**config.mk**
```make
export PLATFORM = sky130hd
export DESIGN_NAME = jtdd_rom_rd
export DESIGN_NICKNAME = d
export VERILOG_FILES = /design/src/rtl/jtdd_rom_rd.sv
export SDC_FILE = /design/constraint.sdc
export NUM_CORES = 1
export LEC_CHECK = 0
export ABC_AREA = 1
export CAP_MARGIN = 30
export CELL_PAD_IN_SITES_DETAIL_PLACEMENT = 0
export CELL_PAD_IN_SITES_GLOBAL_PLACEMENT = 1
export CORE_MARGIN = 8
export CORE_UTILIZATION = 40
export CTS_BUF_LIST = sky130_fd_sc_hd__clkbuf_16
export CTS_CLUSTER_DIAMETER = 100
export DETAILED_ROUTE_END_ITERATION = 16
export PLACE_DENSITY = 0.84
export REMOVE_ABC_BUFFERS = 1
export SLEW_MARGIN = 20
export SYNTH_ARGS = -nofsm -noshare
export SYNTH_HDL_FRONTEND = slang
export SYNTH_SLANG_ARGS = --single-unit
```
**constraint.sdc**
```tcl
create_clock -name clk -period 2.7 [get_ports clk]
set_input_delay 0.54 -clock clk [delete_from_list [all_inputs] [get_ports clk]]
set_output_delay 0.54 -clock clk [all_outputs]
set_load 0.02 [all_outputs]
```
**src/rtl/jtdd_rom_rd.sv**
```systemverilog
// Video ROM fetch responder for the char and scroll layers.
// Both clients share one 16-bit SDRAM read port. Each client has a one-word
// cache, and its ok output is high only while the cached tag matches the
// address that client is presenting now.
module jtdd_rom_rd #(
  parameter logic [21:0] CHAR_OFFSET = 22'h00000,
  parameter logic [21:0] SCR_OFFSET  = 22'h08000
) (
  input  logic        clk,
  input  logic        rstn,
  input  logic [14:0] char_addr,
  output logic [7:0]  char_data,
  output logic        char_ok,
  input  logic [16:0] scr_addr,
  output logic [15:0] scr_data,
  output logic        scr_ok,
  output logic [21:0] sdram_addr,
  output logic        sdram_req,
  input  logic        sdram_ack,
  input  logic        sdram_dst,
  input  logic [15:0] sdram_data
);

  typedef enum logic [1:0] {
    IDLE      = 2'd0,
    WAIT_ACK  = 2'd1,
    WAIT_DATA = 2'd2
  } state_t;

  localparam logic SLOT_CHAR = 1'b0;
  localparam logic SLOT_SCR  = 1'b1;

  // Fetch engine state
  state_t      r_state;
  logic        r_slot;
  logic [16:0] r_pend_tag;
  logic [21:0] r_sdram_addr;
  logic        r_sdram_req;

  // Per-client caches
  logic [13:0] r_char_tag;
  logic [15:0] r_char_word;
  logic        r_char_valid;
  logic [16:0] r_scr_tag;
  logic [15:0] r_scr_word;
  logic        r_scr_valid;

  // Next-state values
  state_t      w_state_nxt;
  logic        w_slot_nxt;
  logic [16:0] w_pend_tag_nxt;
  logic [21:0] w_sdram_addr_nxt;
  logic        w_sdram_req_nxt;
  logic        w_fill;

  logic        w_char_ok;
  logic        w_scr_ok;
  logic        w_char_fill;
  logic        w_scr_fill;

  // Hit detection compares against the live client address, so ok drops in
  // the same cycle the address moves to another tag.
  assign w_char_ok = r_char_valid & (r_char_tag == char_addr[14:1]);
  assign w_scr_ok  = r_scr_valid  & (r_scr_tag  == scr_addr);

  assign char_ok    = w_char_ok;
  assign scr_ok     = w_scr_ok;
  assign char_data  = char_addr[0] ? r_char_word[15:8] : r_char_word[7:0];
  assign scr_data   = r_scr_word;
  assign sdram_addr = r_sdram_addr;
  assign sdram_req  = r_sdram_req;

  assign w_char_fill = w_fill & (r_slot == SLOT_CHAR);
  assign w_scr_fill  = w_fill & (r_slot == SLOT_SCR);

  // Next-state logic: pick a missing client (char first), then walk the
  // request/ack/data handshake. Requests are never aborted.
  always_comb begin
    // NOTE: every signal gets a default first so no path leaves it unassigned, which would infer a latch.
    w_state_nxt      = r_state;
    w_slot_nxt       = r_slot;
    w_pend_tag_nxt   = r_pend_tag;
    w_sdram_addr_nxt = r_sdram_addr;
    w_sdram_req_nxt  = r_sdram_req;
    w_fill           = 1'b0;
    unique case (r_state)
      IDLE: begin
        if (!w_char_ok) begin
          w_pend_tag_nxt   = {3'd0, char_addr[14:1]};
          w_sdram_addr_nxt = CHAR_OFFSET + {8'd0, char_addr[14:1]};
          w_slot_nxt       = SLOT_CHAR;
          w_sdram_req_nxt  = 1'b1;
          w_state_nxt      = WAIT_ACK;
        end else if (!w_scr_ok) begin
          w_pend_tag_nxt   = scr_addr;
          w_sdram_addr_nxt = SCR_OFFSET + {5'd0, scr_addr};
          w_slot_nxt       = SLOT_SCR;
          w_sdram_req_nxt  = 1'b1;
          w_state_nxt      = WAIT_ACK;
        end
      end
      WAIT_ACK: begin
        if (sdram_ack) begin
          w_sdram_req_nxt = 1'b0;
          // Data returning alongside the ack completes the fetch at once.
          if (sdram_dst) begin
            w_fill      = 1'b1;
            w_state_nxt = IDLE;
          end else begin
            w_state_nxt = WAIT_DATA;
          end
        end
      end
      WAIT_DATA: begin
        if (sdram_dst) begin
          w_fill      = 1'b1;
          w_state_nxt = IDLE;
        end
      end
      default: begin
        w_sdram_req_nxt = 1'b0;
        w_state_nxt     = IDLE;
      end
    endcase
  end

  // Fetch engine registers; reset drops the request asynchronously.
  always_ff @(posedge clk or negedge rstn) begin
    if (!rstn) begin
      r_state      <= IDLE;
      r_slot       <= SLOT_CHAR;
      r_pend_tag   <= '0;
      r_sdram_addr <= '0;
      r_sdram_req  <= 1'b0;
    end else begin
      // NOTE: sequential state uses non-blocking assignments so every register samples pre-edge values.
      r_state      <= w_state_nxt;
      r_slot       <= w_slot_nxt;
      r_pend_tag   <= w_pend_tag_nxt;
      r_sdram_addr <= w_sdram_addr_nxt;
      r_sdram_req  <= w_sdram_req_nxt;
    end
  end

  // Cache fill: the returned word is stored under the tag latched at request
  // time, even if the client has since moved on.
  always_ff @(posedge clk or negedge rstn) begin
    if (!rstn) begin
      // NOTE: cache words are reset too, so char_data/scr_data read 0 out of reset rather than X.
      r_char_tag   <= '0;
      r_char_word  <= '0;
      r_char_valid <= 1'b0;
      r_scr_tag    <= '0;
      r_scr_word   <= '0;
      r_scr_valid  <= 1'b0;
    end else begin
      if (w_char_fill) begin
        r_char_tag   <= r_pend_tag[13:0];
        r_char_word  <= sdram_data;
        r_char_valid <= 1'b1;
      end
      if (w_scr_fill) begin
        r_scr_tag    <= r_pend_tag;
        r_scr_word   <= sdram_data;
        r_scr_valid  <= 1'b1;
      end
    end
  end

endmodule

```
==> After elaboration in Yosys (flattened, before gate mapping) <==
Index checks and enable logic that the tools add are counted.
{ "classes": {"n_addsub": 1, "mul": 0, "div": 0, "magnitude_cmp": 0, "n_eq_ne": 8, "n_shift": 0, "n_mux": 19, "bitwise": 6, "reduce_logical": 4} }
{ "ops": {"columns": ["cell", "n"], "rows": [
  ["$mux 22", 2],
  ["$mux 17", 2],
  ["$add 16x17->18 const A", 1],
  ["$eq 17x17->1", 1],
  ["$eq 14x14->1", 1],
  ["$mux 2", 5],
  ["$mux 8", 1],
  ["$mux 1", 6],
  ["$ne 2x2->1 const B", 3],
  ["$pmux 2 s3", 1],
  ["$reduce_and 3->1", 2],
  ["$and 1x1->1", 4],
  ["$ne 3x3->1 const B", 1],
  ["$pmux 1 s3", 1],
  ["$eq 2x1->1 const B", 1],
  ["$eq 2x2->1 const B", 1],
  ["$logic_not 2->1", 1],
  ["$not 1->1", 2],
  ["$pmux 1 s2", 1],
  ["$reduce_and 2->1", 1]
]} }
{ "word_totals": {"ff_bits": 108, "latchBits": 0, "mem_bits_rw": 0, "romBits": 0, "inputBits": 52, "output_inout_bits": 49, "elab_cells": 49, "n_memories": 0} }

==> Logic depth before layout (Yosys ltp) <==
Gate-level depths: netlist (run 1).
{ "depth": {"depth_word": 5, "ltp_mapped": 14, "depth_no_buf": 13} }

==> Worst setup path before layout (run 1) <==
OpenSTA, ideal clock, no wires.
{ "synth_path": {"path_type": "input-to-output", "start": "input scr_addr[4]", "end": "output scr_ok", "arrival_ps": 1656, "required_ps": 2160, "path_slack_ps": 504, "stages": 4, "path_buffers": 0, "cell_sequence": "inv_1 > nor2_1 > or3_1 > nor4_1"} }
{ "synth_via": {"elab_chain_cells": 2} }
{ "synth_rtl": {"columns": ["item", "line", "rtl"], "rows": [
  ["start: declaration", "14", "input logic [16:0] scr_addr,"],
  ["$eq 17x17->1", "64", "assign w_scr_ok = r_scr_valid & (r_scr_tag == scr_addr);"],
  ["$and 1x1->1", "64", null],
  ["end: declaration", "16", "output logic scr_ok,"]
]} }
Every way passes these cells.

==> Worst setup path after layout (run 1) <==
{ "layout_path": {"start": "input scr_addr[7]", "end": "output scr_ok"} }
The elaborated chain is that of the path after synthesis.

==> flow_summary.ini, run 1 <==
[status]
outcome = completed

[min_path]
hold_path.class = in -> async

[route]
vias = 4089
drtIter0Drc = 197
via_per_inst = 4.69
postRouteAntennaNets = 0
wl_um = 12800
drc = 0
dr.pass1.iters = 4
wl_per_cell_um = 14.7

[worst_setup_path]
crit_path_frequent_cell = buf_4
cp_max_fo = 2
worstSetupStartpointType = input pin
critPathRequiredTime_ns = 2.16
cp_data_arrival_time_ns = 2.08
end_kind = output port
slowest_delay_ns = 0.52
crit_chain = clkdlybuf4s50_1 > inv_1 > nand2_1 > nand4_1 > nor3_2 > nand3_1 > nor4_2 > buf_4 > buf_4
critPathKind = in -> out
slowest_stage = clkdlybuf4s50_1

[flow_run]
drv_cap = 0

[power_and_ir_drop]
total_power_mw = 5.01
leakage_nw = 3.27
cellPowerDensity_mw_per_mm2 = 799
ir_drop_uv = 341

[cells_and_area]
seq_area_mm2 = 0.00223
fin_cells = 872
nNetsFinal = 779
drive_gt1_frac = 0.114
num-fill-cells = 1080
fin_util = 0.551
area.growth.synth_to_final_pct = 34.8
multi_input_area_mm2 = 0.00188

[timing]
skew_ns = 0.00655
finalMaxSlewViolations = 0
worst_pin_slew_ns = 0.621
rsz0062_at_grt = no
finalCritPeriodShare = 0.970
min_period_ns = 2.62
max-slew-margin-rel = 0.586
fmax_mhz = 382
final_hold_viol_count = 0
timing.final.ws_setup_ns = 0.0800
setup_violations = 0

[floorplanning]
fp.dieW_um = 124
num_rows = 39
start_util = 0.409
dieArea_mm2 = 0.0153
io_pins = 101
coreArea_mm2 = 0.0114
die_y_um = 124

[grt]
grt_max_degree = 67
grt_pass1_vias = 4191
antenna_found_initial = 3
grt_use_total = 0.174
grt-ovfl-total = 0
grt_pass1_wl_um = 20800

[synth]
synth-seq-area-share = 0.479
synth-seq-cells = 89
synthTopCellsByCount = nand2_1 (218), dfrtp_1 (89), inv_1 (85), o21ai_0 (63), nor2_1 (26)
async_reset_ff_frac = 1.00
netlist_area_mm2 = 0.00465
synth_cell_types = 32
synthFlopType = dfrtp_1
yosys_warnings = 0
synth_edf_count = 0
synthTopCellsByArea = dfrtp_1 (48%), nand2_1 (18%), inv_1 (6.9%)
yosysMostFrequentCell = nand2_1
syn_area_per_cell_um2 = 7.61
synth_top_area_cell = dfrtp_1
syn_inst = 611
synth_top_area_share = 0.479

[clocking]
cts_tree = yes
cts_buffer_depth = 2
clock-sinks = 89
numCtsBuffers = 9
clk_pin_slew_ns = 0.06
htreeDepth = 3
post_cts_buffers = 0
cts_hold_buffers = 0
cts_root_buf = clkbuf_16
clk_latency_ns = 0.33

[placed_design]
dp.cells = 855
place_congestion = 0.849
hpwl_um = 9390
post-place-ws_ns = -0.422
numPortBuffers = 96
power by group:
group	internal (mW)	switching (mW)
combinational	0.820	1.10
clock	0.708	0.513
sequential	1.66	0.210
layout make-up:
class	count	share of cell area
Inverter	87	0.0521
Timing Repair Buffer	140	0.217
Clock inverter	7	0.00998
Antenna cell	1	0.000399
Clock buffer	9	0.0359
Multi-Input combinational cell	396	0.301
Tap cell	143	0.0286
Sequential cell	89	0.355
state kept, by name, summed over array words and instances, names as in the netlist, 2 cells and up:
signal       count
sdram_addr       3
r_scr_tag       17
scr_data        16
r_pend_tag      17
r_char_tag      14
r_state          2
r_char_word     16
worst paths after layout:
path	startpoint	to	slack (ns)	depth (start not counted)
setup / recovery	scr_addr[7]	scr_ok	0.08	9
hold / removal	rstn	r_char_tag[1]$_DFFE_PN0P_	0.19	1
setup reg to reg	r_char_tag[8]$_DFFE_PN0P_	r_pend_tag[1]$_DFFE_PN0P_	0.80	12
hold reg to reg	r_pend_tag[16]$_DFFE_PN0P_	r_pend_tag[16]$_DFFE_PN0P_	0.48	2
max in group asynchronous	rstn	scr_data[12]$_DFFE_PN0P_	1.84	2
min in group clk	r_pend_tag[16]$_DFFE_PN0P_	r_pend_tag[16]$_DFFE_PN0P_	0.48	2
worst max-delay path: cells and delay by family:
family,cells,cell delay [ns]
buf+inv,4,0.86
simple gates,5,0.67
layout by cell type, fill, tap and decap left out, types with 2 or more instances in the layout:
| cell type | instances |
|---|---|
| clkdlybuf4s50_1 | 84 |
| xnor2_1 | 5 |
| mux2_2 | 9 |
| xnor2_2 | 2 |
| dfrtp_1 | 89 |
| xor2_1 | 2 |
| nor2_1 | 26 |
| or2_1 | 2 |
| clkinv_1 | 3 |
| ha_1 | 4 |
| o21ai_0 | 63 |
| buf_4 | 42 |
| clkbuf_16 | 9 |
| dlymetal6s2s_1 | 9 |
| nand2_2 | 3 |
| nand4_1 | 16 |
| inv_1 | 86 |
| a21oi_1 | 5 |
| nor3_2 | 2 |
| conb_1 | 4 |
| nand2_1 | 218 |
| nand3_1 | 23 |
| nor4_2 | 2 |
| buf_12 | 4 |
stage by stage:
step,instance area (um2),hold slack (ns),TNS [ns]
3_3_place_gp,5920,0.460,-0.667
6_report,6270,0.187,0
2_1_floorplan,4390,0.244,0
5_1_grt,6270,0.226,0
4_1_cts,6210,0.203,0
3_5_place_dp,5920,0.468,-0.752
cells by family (layout without fill, tap and decap cells):
family	Yosys count	count (layout)	synth area share
simple gates	300	300	0.268
buf+inv	129	243	0.127
flops	89	89	0.479
compound gates	70	70	0.0756
xor+xnor	9	9	0.0170
mux	9	9	0.0218
fa+ha+maj	4	4	0.0108
other cells	1	5	0.000807
repair_timing:
| action | CTS | global route |
|---|---|---|
| pin swaps | 0 | 4 |
| setup endpoints to repair | 2 | 2 |
| gates resized for setup | 9 | 15 |
| cloned | 0 | 0 |
| endpoints found under the hold margin | 0 | 0 |
metal layers:
layer,GRT usage,wire [um],share of wire,vias to the layer above
li1,-,-,-,2090
met1,0.216,5740,0.45,1865
met2,0.275,5740,0.45,113
met3,0.0694,1130,0.088,17
met4,0.0482,152,0.012,4
met5,0,21,0.0016,-
Note: power is estimated with default switching activity, not from simulation.
==> run 2, diff against run 1 <==
--- a/config.mk
+++ b/config.mk
@@ -14,6 +14,7 @@
 export CTS_BUF_LIST = sky130_fd_sc_hd__clkbuf_16
 export CTS_CLUSTER_DIAMETER = 100
 export DETAILED_ROUTE_END_ITERATION = 16
+export GPL_TIMING_DRIVEN = 0
 export PLACE_DENSITY = 0.84
 export REMOVE_ABC_BUFFERS = 1
 export SLEW_MARGIN = 20
==> flow_summary.ini, run 2 (synthesis results as in run 1) <==
[route]
wl_um = 12500
vias = 3994
wl_per_cell_um = 15.0
via_per_inst = 4.78
drc = 0
postRouteAntennaNets = 0
dr.pass1.iters = 4
drtIter0Drc = 225

[timing]
fmax_mhz = 379
finalCritPeriodShare = 0.976
final_hold_viol_count = 0
worst_pin_slew_ns = 0.733
skew_ns = 0.00488
min_period_ns = 2.64
finalMaxSlewViolations = 0
max-slew-margin-rel = 0.510
holdWs_ns = 0.0443
setup_violations = 0
rsz0062_at_grt = no

[power_and_ir_drop]
total_power_mw = 4.97
leakage_nw = 3.08
cellPowerDensity_mw_per_mm2 = 829
ir_drop_uv = 375

[grt]
grt_use_total = 0.172
grt_pass1_wl_um = 20500
antenna_found_initial = 0
grt-ovfl-total = 0
grt_pass1_vias = 3977
grt_max_degree = 70

[floorplanning]
start_util = 0.409
dieArea_mm2 = 0.0153
fp.dieW_um = 124
io_pins = 101
num_rows = 39
coreArea_mm2 = 0.0114
die_y_um = 124

[worst_setup_path]
critPathLaunch = char_addr[3]
ff2ff_path_depth = 8
crit_end = char_ok
r2r-start = r_state[1]$_DFFE_PN0P_
cp_data_arrival_time_ns = 2.10
end_kind = output port
critPathRequiredTime_ns = 2.16
worstSetupStartpointType = input pin
critPathKind = in -> out
cp_max_fo = 2
rr_endpoint = r_char_tag[0]$_DFFE_PN0P_
r2r_setup_slack_ns = 0.47

[cells_and_area]
largest_registers = r_pend_tag x17, r_scr_tag x17
drive_gt1_frac = 0.0694
final_common_cell = nand2_1
nNetsFinal = 744
num-fill-cells = 1112
final_cell_mix = nand2_1 (218), dfrtp_1 (89), clkdlybuf4s50_1 (88)
fin_util = 0.527
area.growth.synth_to_final_pct = 28.9
diodes = 0

[clocking]
numCtsBuffers = 9
clk_latency_ns = 0.33
cts_tree = yes
cts_root_buf = clkbuf_16
cts_buffer_depth = 2
cts_hold_buffers = 0
htreeDepth = 3
clock-sinks = 89
clk_pin_slew_ns = 0.06

[min_path]
hold_path.class = in -> async

[placed_design]
hpwl_um = 8910
numPortBuffers = 96
place_congestion = 0.856

[flow_run]
drv_cap = 0

[status]
outcome = completed
run 2: cell types whose count changed in the layout (fill, tap and decap cells not counted), sizes merged:
cell and change:
nor2 +1, clkinv -1, dlymetal6s2s -5, buf -36, clkinvlp -1, clkbuf +1, dlygate4sd2 +1, diode -1
clkdlybuf4s50 +4, clkdlybuf4s15 -1, inv +1
run 2: worst min-delay path by stage:
stage	start	end	slack [ns]	cells past startpoint
floorplan	rstn	r_char_tag[0]$_DFFE_PN0P_	0.24	0
global placement	r_pend_tag[16]$_DFFE_PN0P_	r_pend_tag[16]$_DFFE_PN0P_	0.46	2
detailed placement	rstn	r_pend_tag[1]$_DFFE_PN0P_	0.41	1
CTS	rstn	r_pend_tag[1]$_DFFE_PN0P_	0.04	1
global route	rstn	r_pend_tag[1]$_DFFE_PN0P_	0.04	1
finish	rstn	r_pend_tag[1]$_DFFE_PN0P_	0.04	1
run 2: layer usage:
| metal | share of wire | global-route usage | vias to the layer above | routed length (um) |
|---|---|---|---|---|
| li1 | - | - | 2025 | - |
| met1 | 0.45 | 0.217 | 1840 | 5580 |
| met2 | 0.44 | 0.258 | 116 | 5470 |
| met3 | 0.10 | 0.0775 | 13 | 1290 |
| met4 | 0.012 | 0.0557 | 0 | 144 |
| met5 | 0 | 0 | - | 0 |
run 2: cell type report:
cell class / instances / area (um2) / area share
timing repair buffer: 104 / 1070 / 0.179
tap: 143 / 179 / 0.0299
inverter: 87 / 327 / 0.0545
clock buffer: 9 / 225 / 0.0376
multi-input combinational: 397 / 1910 / 0.319
clock inverter: 6 / 52.6 / 0.00877
sequential: 89 / 2230 / 0.372
run 2: worst max-delay path, stage by stage:
cell             delay (ns)
clkdlybuf4s50_1        0.45
xnor2_1                0.27
nand3_1                0.11
nor2_1                 0.14
nand2_1                0.07
nor4_1                 0.27
clkbuf_2               0.24
run 2: through the flow:
stage / worst slack [ns] / cells / setup TNS [ns] / instance area [um2]
CTS: 0.00375 / 831 / 0 / 5910
global route: 0.00437 / 835 / 0 / 5990
global placement: -2.32 / 811 / -272.88 / 5530
floorplan: 0.169 / 572 / 0 / 4390
finish: 0.0649 / 835 / 0 / 5990
detailed placement: -0.660 / 815 / -15.06 / 5630
run 2: repair_timing:
item,4_1_cts,5_1_grt
pin swaps,1,5
gates cloned,1,0
setup endpoints to repair,31,23
resized for setup,11,12
endpoints found under the hold margin,0,0
buffers inserted,0,4
run 2: where the power goes:
| group | internal (mW) | switching (mW) |
|---|---|---|
| combinational | 0.799 | 1.10 |
| sequential | 1.66 | 0.209 |
| clock | 0.701 | 0.501 |
| total | 3.16 | 1.81 |
==> run 3, diff against run 2 <==
--- a/config.mk
+++ b/config.mk
@@ -10,14 +10,13 @@
 export CELL_PAD_IN_SITES_DETAIL_PLACEMENT = 0
 export CELL_PAD_IN_SITES_GLOBAL_PLACEMENT = 1
 export CORE_MARGIN = 8
-export CORE_UTILIZATION = 40
-export CTS_BUF_LIST = sky130_fd_sc_hd__clkbuf_16
+export CORE_UTILIZATION = 34
+export CTS_BUF_LIST = sky130_fd_sc_hd__clkbuf_8
 export CTS_CLUSTER_DIAMETER = 100
 export DETAILED_ROUTE_END_ITERATION = 16
 export GPL_TIMING_DRIVEN = 0
-export PLACE_DENSITY = 0.84
+export PLACE_DENSITY = 0.76
 export REMOVE_ABC_BUFFERS = 1
-export SLEW_MARGIN = 20
 export SYNTH_ARGS = -nofsm -noshare
 export SYNTH_HDL_FRONTEND = slang
 export SYNTH_SLANG_ARGS = --single-unit
==> constraint.sdc (replaced) <==
create_clock -name clk -period 2.1 [get_ports clk]
set_input_delay 0.42 -clock clk [delete_from_list [all_inputs] [get_ports clk]]
set_output_delay 0.42 -clock clk [all_outputs]
set_load 0.02 [all_outputs]
==> flow_summary.ini, run 3 (synthesis results as in run 1) <==
[route]
drc = 0
drtIter0Drc = 225
postRouteAntennaNets = 0
dr.pass1.iters = 5
wl_um = 13500
vias = 4031
via_per_inst = 4.59
wl_per_cell_um = 15.3

[floorplanning]
start_util = 0.350
io_pins = 101
coreArea_mm2 = 0.0133
dieArea_mm2 = 0.0177
die_y_um = 133
fp.dieW_um = 133
num_rows = 42

[clocking]
cts_root_buf = clkbuf_8
clk_pin_slew_ns = 0.09
numCtsBuffers = 9
clk_latency_ns = 0.39
htreeDepth = 3
clock-sinks = 89
cts_tree = yes
cts_buffer_depth = 2

[worst_setup_path]
r2r-start = r_char_tag[10]$_DFFE_PN0P_
r2r_setup_slack_ns = 0.10
end_kind = output port
critPathRequiredTime_ns = 1.68
critPathLaunch = r_scr_tag[6]$_DFFE_PN0P_
critPathKind = reg -> out
ff2ff_path_depth = 10
cp_max_fo = 2
worstSetupStartpointType = register
cp_data_arrival_time_ns = 1.84
rr_endpoint = r_slot$_DFFE_PN0P_

[timing]
finalMaxSlewViolations = 0
min_period_ns = 2.26
finalCritPeriodShare = 1.08
max-slew-margin-rel = 0.653
rsz0062_at_grt = yes
fmax_mhz = 443
final_hold_viol_count = 0
setup_violations = 2
worst_pin_slew_ns = 0.520
timing.final.ws_setup_ns = -0.159
skew_ns = 0.0147

[cells_and_area]
drive_gt1_frac = 0.0999
final_common_cell = nand2_1
largest_registers = r_pend_tag x17, r_scr_tag x17
area.growth.synth_to_final_pct = 33.5
stdcell_area_mm2 = 0.00620
final_cell_mix = nand2_1 (217), dfrtp_1 (89), inv_1 (85)
num-fill-cells = 1331
nNetsFinal = 752
fin_cells = 878

[grt]
grt_use_total = 0.155
grt-ovfl-total = 0
antenna_found_initial = 3
grt_pass1_vias = 4141
grt_max_degree = 61
grt_pass1_wl_um = 21500

[power_and_ir_drop]
swShare = 0.397
internal_power_mw = 3.69
p_comb_frac = 0.420
total_power_mw = 6.11
ir_drop_uv = 579
p_clk_frac = 0.186
seq_power_share = 0.393
leakage_nw = 3.37
netSwitchingPower_mw = 2.43
cellPowerDensity_mw_per_mm2 = 985

[placed_design]
post_dp_cell_area_mm2 = 0.00570
numPortBuffers = 96
dp.cells = 849
post-place-ws_ns = -1.23
hpwl_um = 9300
place_congestion = 0.833

[min_path]
hold_path.class = in -> reg
hold_end = r_pend_tag[14]$_DFFE_PN0P_
min_path_cells = 3
hold_start = scr_addr[14]

[status]
violations = setup timing
outcome = finished, violations left

[flow_run]
drv_cap = 0
## run 3: how the worst max path moves through the flow
stage	endpoint	slack, ns	cells past startpoint
4_1_cts	scr_ok	-0.31	8
5_1_grt	scr_ok	-0.28	6
2_1_floorplan	r_scr_tag[16]$_DFFE_PN0P_	-0.43	6
3_5_place_dp	r_slot$_DFFE_PN0P_	-1.23	9
3_3_place_gp	r_char_word[1]$_DFFE_PN0P_	-2.85	1
6_report	scr_ok	-0.16	6
## run 3: metal layers
metal / vias up / routed length (um) / GRT usage
met1: 1856 / 5680 / 0.182
met4: 4 / 261 / 0.0631
met5: - / 22 / 0
li1: 2034 / - / -
met3: 24 / 1300 / 0.0738
met2: 113 / 6210 / 0.239
## run 3: worst max-delay path: stages (launching register included)
cell     delay, ns
dfrtp_1       0.42
xnor2_2       0.22
nand2_1       0.09
nor3_2        0.14
nand3_2       0.12
nor4_4        0.27
buf_4         0.19
## run 3: stage by stage
| stage | hold WS, ns | setup TNS [ns] | util |
|---|---|---|---|
| floorplan | 0.124 | -11.83 | - |
| global placement | 0.459 | -375.84 | 0.419 |
| detailed placement | 0.400 | -48.83 | 0.428 |
| CTS | 0.491 | -0.389 | 0.454 |
| global route | 0.349 | -0.514 | 0.467 |
| finish | 0.370 | -0.206 | 0.467 |
## run 3: repair_timing
action,in CTS,in global routing
gates resized for setup,35,39
hold buffers,1,0
buffers inserted,4,4
pin swaps,7,10
hold endpoints to repair,29,0
setup endpoints to repair,57,52
cloned,3,0
## run 3: power by group through the flow
stage	Combinational (mW)	Clock [mW]	Sequential (mW)
2_1_floorplan	1.18	0	2.55
3_3_place_gp	2.28	0	2.41
3_5_place_dp	2.45	0	2.43
4_1_cts	2.58	1.18	2.41
5_1_grt	2.86	1.25	2.47
6_report	2.57	1.14	2.40
## run 3: area by class of cell
class	count	area (um2)	area share
Inverter	87	327	0.0526
Tap cell	176	220	0.0355
Clock buffer	10	138	0.0222
Clock inverter	6	43.8	0.00706
Multi-Input combinational cell	399	2030	0.327
Sequential cell	89	2230	0.359
Timing Repair Buffer	110	1210	0.196
Antenna cell	1	2.50	0.000403
